[config.mk]
export PLATFORM = sky130hd
export DESIGN_NAME = viterbi_frame_ctrl
export DESIGN_NICKNAME = d
export VERILOG_FILES = /design/src/rtl/viterbi_pkg.sv /design/src/rtl/viterbi_en_pipe.sv /design/src/rtl/viterbi_frame_ctrl.sv
export SDC_FILE = /design/constraint.sdc
export NUM_CORES = 1
export LEC_CHECK = 0
export CORE_UTILIZATION = 58
export DETAILED_ROUTE_END_ITERATION = 16
export GPL_TIMING_DRIVEN = 1
export MAX_ROUTING_LAYER = met4
export PLACE_DENSITY = 0.87
export SYNTH_ARGS = -nofsm -noshare
export SYNTH_HDL_FRONTEND = slang
export SYNTH_HIERARCHICAL = 1
export SYNTH_SLANG_ARGS = --single-unit
[constraint.sdc]
create_clock -name clock -period 6.4 [get_ports clock]
set_input_delay 1.92 -clock clock [delete_from_list [all_inputs] [get_ports clock]]
set_output_delay 1.92 -clock clock [all_outputs]
set_load 0.02 [all_outputs]
[src/rtl/viterbi_pkg.sv]
// Shared definitions for the hard-decision Viterbi decoder blocks.
// Used by the frame controller, the enable pipe, and the BMU/ACS/traceback.
package viterbi_pkg;

    localparam int SYM_W       = 2;
    localparam int LEN_W_DEF   = 8;
    localparam int ACS_LAT_DEF = 1;

    typedef enum logic [2:0] {
        IDLE,
        FILL,
        DRAIN,
        TRACE,
        FIN
    } state_t;

endpackage

[src/rtl/viterbi_en_pipe.sv]
// Delay line carrying {valid, symbol index} from the BMU load enable
// to the ACS enable and the survivor-memory write port.
module viterbi_en_pipe
    import viterbi_pkg::*;
#(
    parameter int LEN_W   = LEN_W_DEF,
    parameter int ACS_LAT = ACS_LAT_DEF
) (
    input  logic             clock,
    input  logic             reset,
    input  logic             in_valid,
    input  logic [LEN_W-1:0] in_idx,
    output logic             acs_en,
    output logic             sm_wr_en,
    output logic [LEN_W-1:0] sm_wr_addr
);

    localparam int DEPTH = ACS_LAT + 1;

    logic [DEPTH-1:0] vld_q;
    logic [LEN_W-1:0] idx_q [DEPTH];

    always_ff @(posedge clock or negedge reset) begin
        if (!reset) begin
            vld_q <= '0;
            for (int k = 0; k < DEPTH; k++) begin
                idx_q[k] <= '0;
            end
        end else begin
            vld_q[0] <= in_valid;
            idx_q[0] <= in_idx;
            for (int k = 1; k < DEPTH; k++) begin
                vld_q[k] <= vld_q[k-1];
                idx_q[k] <= idx_q[k-1];
            end
        end
    end

    // The ACS sees branch metrics ACS_LAT cycles after the load; the write lands one cycle later.
    generate
        if (ACS_LAT == 0) begin : g_lat0
            assign acs_en = in_valid;
        end else begin : g_latn
            assign acs_en = vld_q[ACS_LAT-1];
        end
    endgenerate

    assign sm_wr_en   = vld_q[DEPTH-1];
    assign sm_wr_addr = idx_q[DEPTH-1];

endmodule

[src/rtl/viterbi_frame_ctrl.sv]
// Frame-level sequencer: symbol intake, aligned datapath enables,
// newest-to-oldest traceback over the survivor memory, completion pulse.
module viterbi_frame_ctrl
    import viterbi_pkg::*;
#(
    parameter int LEN_W   = LEN_W_DEF,
    parameter int ACS_LAT = ACS_LAT_DEF
) (
    input  logic             clock,
    input  logic             reset,
    input  logic             start,
    input  logic [LEN_W-1:0] frame_len,
    input  logic             sym_valid,
    input  logic [SYM_W-1:0] sym_in,
    output logic             sym_ready,
    output logic [SYM_W-1:0] bmu_rx,
    output logic             bmu_len,
    output logic             acs_en,
    output logic             sm_wr_en,
    output logic [LEN_W-1:0] sm_wr_addr,
    output logic             tb_en,
    output logic [LEN_W-1:0] tb_addr,
    output logic             busy,
    output logic             done,
    output logic             err
);

    state_t           state;
    state_t           state_nxt;
    logic [LEN_W-1:0] len_q;
    logic [LEN_W-1:0] sym_cnt;
    logic [LEN_W-1:0] bmu_idx;
    logic [LEN_W-1:0] last_idx;
    logic             accept;
    logic             start_ok;
    logic             last_acc;
    logic             last_written;

    assign last_idx     = len_q - LEN_W'(1);
    assign accept       = (state == FILL) & sym_valid;
    assign start_ok     = (state == IDLE) & start & (frame_len != '0);
    assign last_acc     = accept & (sym_cnt == last_idx);
    assign last_written = sm_wr_en & (sm_wr_addr == last_idx);

    always_ff @(posedge clock or negedge reset) begin
        if (!reset) begin
            state <= IDLE;
        end else begin
            state <= state_nxt;
        end
    end

    always_comb begin
        state_nxt = state;
        sym_ready = 1'b0;
        tb_en     = 1'b0;
        done      = 1'b0;
        busy      = 1'b1;
        unique case (state)
            IDLE: begin
                busy = 1'b0;
                if (start_ok) begin
                    state_nxt = FILL;
                end
            end
            FILL: begin
                sym_ready = 1'b1;
                if (last_acc) begin
                    state_nxt = DRAIN;
                end
            end
            // Traceback may only start once the newest survivor has been written.
            DRAIN: begin
                if (last_written) begin
                    state_nxt = TRACE;
                end
            end
            TRACE: begin
                tb_en = 1'b1;
                if (tb_addr == '0) begin
                    state_nxt = FIN;
                end
            end
            FIN: begin
                done      = 1'b1;
                state_nxt = IDLE;
            end
            default: begin
                state_nxt = IDLE;
            end
        endcase
    end

    always_ff @(posedge clock or negedge reset) begin
        if (!reset) begin
            len_q   <= '0;
            sym_cnt <= '0;
            bmu_rx  <= '0;
            bmu_len <= 1'b0;
            bmu_idx <= '0;
            tb_addr <= '0;
            err     <= 1'b0;
        end else begin
            err     <= (state == IDLE) & start & (frame_len == '0);
            bmu_len <= accept;
            if (start_ok) begin
                len_q   <= frame_len;
                sym_cnt <= '0;
            end
            if (accept) begin
                bmu_rx  <= sym_in;
                bmu_idx <= sym_cnt;
                sym_cnt <= sym_cnt + LEN_W'(1);
            end
            if ((state == DRAIN) && last_written) begin
                tb_addr <= last_idx;
            end else if ((state == TRACE) && (tb_addr != '0)) begin
                tb_addr <= tb_addr - LEN_W'(1);
            end
        end
    end

    viterbi_en_pipe #(
        .LEN_W  (LEN_W),
        .ACS_LAT(ACS_LAT)
    ) u_en_pipe (
        .clock     (clock),
        .reset     (reset),
        .in_valid  (bmu_len),
        .in_idx    (bmu_idx),
        .acs_en    (acs_en),
        .sm_wr_en  (sm_wr_en),
        .sm_wr_addr(sm_wr_addr)
    );

endmodule

==> summary.txt <==
Run status
  – Outcome: finished, violations left
  – Violated checks: DRC

Place
  – Placer Congestion: 0.905
  – IO Port Bufs: 39
  – Detailed placer's ending HPWL: 3.90 mm
  – Placed insts: 347
  – Post-DP Area: roughly 0.0031 mm²

Global routing
  – Initial antenna violation count: 0
  – Remaining global-route overflow: 0
  – First-pass GRT wire length: ~9.4 mm
  – GRT Total Usage: 25.5%
  – Vias in the first global route: between 2000 and 2500
  – Largest net degree at the start of global routing: slightly below 60

Drt
  – Detailed-route via count: roughly 2000
  – Vias per cell: 5.63
  – Final wirelength: 5.54 mm
  – First-pass DRT Iterations: 10
  – DRC viols: 2
  – Average routed wire per standard cell: between 15 and 20 µm
  – DR iter-0 viols: about 220
  – Post-detailed-route count of antenna-violating nets: 0

Die
  – Ports: 40
  – Die height: approximately 72 µm
  – FP Rows: 25
  – DIE AREA: 0.00515 mm²
  – DIE WIDTH: 71.7 µm
  – Initial Utilization: 60.1%
  – Area of the core: ~0.0047 mm²

Timing
  – Max Slew Vio Count: 0
  – Max Fclk: 250 MHz
  – Max_slew headroom: 37.6%
  – Tmin final: 4.00 ns
  – Setup violations, final: 0
  – Worst Skew: 0.00466 ns
  – Fin. Hold Viols: 0
  – RSZ-0062 raised after global routing: no
  – Tcrit/Tclk final: between 60% and 70%
  – Total Neg Setup Slack: 0 ns
  – Worst-margin pin slew: about 0.93 ns

Setup path
  – Arrival time worst endpoint: around 2.1 ns
  – Crit end category: output pin
  – Max FO, Critical Path: 6
  – Worst EP required: 4.48 ns
  – Crit path max-delay family: buffers and inverters
  – Crit-path max cell delay: 0.73 ns
  – CP bufs+invs: 1
  – Slowest stage cell, crit path: clkdlybuf4s50_1
  – Setup crit start kind: register
  – Setup CP Type: reg -> out
  – Worst-path cell chain: nor3b_1 -> clkdlybuf4s50_1

Final layout
  – Utilization after layout: 71.3%
  – Fill count: 346
  – Final Instance Area: 0.00334 mm²
  – Area grow syn2layout: 18.5%
  – Fin nets: 322
  – Multi-input gate area: 0.00122 mm²
  – Finished Layout Cells: 363
  – Register area: around 0.0014 mm²
  – ANT cells: 0
  – Layout cells sized above 1: 8.41%

Clock network
  – Total clock sinks: 57
  – Clock transition at the registers of the reported paths: 0.07 ns
  – Post-cts sizing count: 0
  – CTS Hold Bufs: 0
  – Later-pin clock latency in the skew report: 0.34 ns
  – Root buffer cell: clkbuf_8
  – CTS Buf Count: 9
  – H-tree depth: 3
  – Clock Path Buffers: 2
  – TritonCTS clock tree: done
  – Setup repair bufs after CTS: 0

Pwr
  – Sw Share: 36.9%
  – Comb pwr share: 34.2%
  – Power Dens Cells: 399 mW/mm²
  – Clk network pwr share: around 25%
  – Tot Pwr: roughly 1.3 mW
  – LEAKAGE: 1.51 nW
  – Internal: ~840 µW
  – Sequential cell fraction of total power: 40.8%
  – Peak VDD IR: 0.261 mV
  – Switching power: about 500 µW

Synthesis
  – Top-count cell post-synth: dfrtp_1
  – Synth Warn #: 6
  – Number of flops mapped to enable cells by yosys: 0
  – Most common library cells after synthesis: dfrtp_1, nand2_1, nor2_1, xnor2_1, xor2_1
  – Syn nets: roughly 290
  – Area leader, netlist: dfrtp_1
  – Ys flop type: dfrtp_1
  – Synthesized area: 0.00282 mm²
  – Distinct cells, synth: 50
  – FFs w/ async S/R, synth: 100%
  – Post-synth top area share: approximately half
  – Post-Syn Instances: 275
  – Syn_area_per_cell: 10.3 µm²
  – Area contributors post-synth: dfrtp_1, nand2_1, xnor2_1
  – Synth Register Bits: 57
  – Register area share after synthesis: ~51%

Job
  – Max cap viols: 0

Worst hold path
  – Min-delay worst type: reg -> reg
-- metrics by stage --
step | setup WS, ns | hold WS, ns
floorplan | 3.26 | 0.331
global placement | 2.29 | 0.331
detailed placement | 2.21 | 0.336
CTS | 2.40 | 0.352
global route | 2.31 | 0.358
finish | 2.40 | 0.351
-- state kept, by name, indices dropped and copies added (netlist names) --
register and flops:
u_en_pipe/vld_q 2, err 1, tb_addr 8, bmu_idx 8
bmu_len 1, state 3, sym_cnt 8, len_q 8
u_en_pipe/idx_q 8, bmu_rx 2, u_en_pipe/sm_wr_addr 8
-- worst register-to-register path: stages, from the launching register on --
cell and delay [ns]:
dfrtp_1 0.47, inv_1 0.11, ha_1 0.34, or3b_1 0.46, xnor3_1 0.20, a2111oi_0 0.51
and4_4 0.39, or3_1 0.14, o211ai_2 0.07
-- power by group through the flow --
| stage | clock network, mW | registers, mW | logic [mW] |
|---|---|---|---|
| floorplan | 0 | 0.497 | 0.386 |
| global placement | 0 | 0.546 | 0.445 |
| detailed placement | 0 | 0.549 | 0.454 |
| CTS | 0.339 | 0.543 | 0.459 |
| global route | 0.356 | 0.556 | 0.504 |
| finish | 0.333 | 0.544 | 0.455 |
-- cells in the final DEF (no fill, tap or decap), types with 9 or more instances in the layout --
master            n
o21ai_0          10
clkdlybuf4s50_1  38
inv_1             9
xnor2_1          13
dfrtp_1          57
xor2_1           11
clkbuf_8          9
nor2_1           17
nand2_1          46
-- final timing paths --
check                                               end  cells after the start  slack (ns)                 from
worst max-delay path                          sym_ready                      2        2.40             state[1]
worst min-delay path            u_en_pipe/sm_wr_addr[6]                      0        0.35  u_en_pipe/idx_q[14]
worst max register to register               tb_addr[1]                      8        3.61             len_q[0]
worst min register to register  u_en_pipe/sm_wr_addr[6]                      0        0.35  u_en_pipe/idx_q[14]
max in group asynchronous                    bmu_idx[5]                      2        4.23                reset
min in group asynchronous                     bmu_rx[1]                      2        1.70                reset
-- per-layer routing --
layer	GRT usage [%]	vias up	part of all wire, %
met3	6.05	14	4.0
met5	-	-	0
li1	-	989	-
met4	12.9	0	2.7
met1	31.2	994	42
met2	39.6	45	51
-- area by class of cell --
| class | instances | area share, % |
|---|---|---|
| Tap cell | 54 | 2.02 |
| Clock inverter | 6 | 2.06 |
| Sequential cell | 57 | 42.6 |
| Timing Repair Buffer | 40 | 11.7 |
| Inverter | 10 | 1.12 |
| Clock buffer | 10 | 3.82 |
| Multi-Input combinational cell | 186 | 36.6 |
-- cell families after synthesis --
family	Yosys count	synth area share (%)
simple gates	107	19.3
xor+xnor	28	10.6
mux	6	2.35
fa+ha+maj	4	1.77
flops	57	50.6
buf+inv	32	6.08
compound gates	41	9.31
Note: power is estimated with default switching activity, not from simulation.
==> RTL edit: new RTL, same flow settings <==
Re-encode `state_t` (5 states) as Gray code, 3 bits wide.
--- a/src/rtl/viterbi_pkg.sv
+++ b/src/rtl/viterbi_pkg.sv
@@ -7,11 +7,11 @@
     localparam int ACS_LAT_DEF = 1;
 
     typedef enum logic [2:0] {
-        IDLE,
-        FILL,
-        DRAIN,
-        TRACE,
-        FIN
+        IDLE  = 3'b000,
+        FILL  = 3'b001,
+        DRAIN = 3'b011,
+        TRACE = 3'b010,
+        FIN   = 3'b110
     } state_t;
 
 endpackage
Check against the original RTL: same outputs for any inputs over 10 cycles, from zero or initial values and one cycle with reset low; not proved beyond that.
==> RTL edit against the unedited design <==
Synthesized cell count decreased by 6.5%; critical path type is now in -> reg; critical path depth increased by 4; worst setup slack better by 0.051 ns; highest routed layer unchanged; design area fell by 1.2%; sequential cell count unchanged; die area down 3.6%; power is 14% higher; critical endpoint is now sym_cnt[6]; area after synthesis decreased by 3.7%; wire length grew 1.9%.
==> RTL edit: results (changes against the unedited design) <==
| Metric | Value |
|---|---|
| TritonRoute pass-1 iters | 4 (-6) |
| Initial DRC count | 144 (-34%) |
| Max IR drop VDD | 277 uV (+6.2%) |
| Layout Nets | 312 (-3.1%) |
| Hold Path End | u_en_pipe/sm_wr_addr[5] |
| Critical Path Max Stage Delay | 0.56 ns (-0.17 ns) |
| Total GRT Usage | 0.266 (+0.0114) |
| Library cells used by synthesis | 46 (-8.0%) |
| Largest fanout on the critical path | 20 (+14) |
| Post-Synthesis Net Count | 275 (-6.1%) |
| Via count | 1,981 (-3.0%) |
| Grt met3 use | 0.0606 (+0.000128) |
| Routed length on met3 | 249 um (+13%) |
| Count of non-CTS buffers in the layout | 41 (+2.5%) |
| Multiplexer share of the synthesized area | 0.0359 (+0.0124) |
| Comb_multi_in | 176 (-5.4%) |
| Setup Skew | 0.00953 ns (+0.00487 ns) |
| Worst Max-Slew Pin Slew | 0.693 ns (-0.242 ns) |
| Non-clk buf share | 0.121 (+0.00374) |
| Met1 Wirelength | 2520 um (+8.1%) |
| Routed wl met2 | 2750 um (-3.1%) |
| Flip-flop and latch count | 57 (unchanged) |
| Psw | 0.553 mW (+12%) |
| Fraction of the mapped netlist area in compound gates | 0.0723 (-0.0208) |
| Status | finished, final reports clean |
| Crit path DAT | 4.18 ns (+2.10 ns) |
| First-pass GRT wire length | 9690 um (+3.4%) |
| Seq/Total Area, Yosys | 0.525 (+0.0193) |
| R2r setup slk | 3.39 ns (-0.22 ns) |
| HPWL after detailed placement | 3930 um (+0.91%) |
| Adder-Cell Fraction of Synth Area | 0.0184 (+0.000678) |
| Die Width | 70.5 um (-1.8%) |
| Share of layout cells above drive strength 1 | 0.0936 (+0.00950) |
| Leakage power | 1.49 nW (-1.6%) |
| Reg power frac | 0.380 (-0.028) |
| Commonest cells post-synth | 57 x dfrtp_1, 43 x nand2_1, 18 x nor2_1 |
| CP max stage cell | clkinv_1 |
| Post-Syn Instances | 257 (-6.5%) |
| Worst hold start | u_en_pipe/idx_q[13] |
-- RTL edit: changes by cell type after synthesis, moves of 4 or more --
cell | unedited run | this run
o21ai_0 | 10 | 15
buf_2 | 5 | 1
o21ai_1 | 6 | 0
xor2_1 | 11 | 6
mux2_2 | 2 | 6
-- RTL edit: per-stage QoR --
step	cells	hold slack, ns	setup WS [ns]	total power [mW]	cell area [um2]
3_5_place_dp	335	0.335	2.20	1.17	3100
2_1_floorplan	257	0.331	3.40	0.984	2720
4_1_cts	351	0.345	2.52	1.52	3300
5_1_grt	351	0.355	2.16	1.62	3300
3_3_place_gp	335	0.333	2.31	1.15	3100
6_report	351	0.341	2.45	1.52	3300
-- RTL edit: worst max-delay path, delay by kind of cell --
family / cells / cell delay [ns]
buffers and inverters: 2 / 0.99
AOI/OAI and AO/OA: 2 / 0.27
and+or+nand+nor: 2 / 0.99
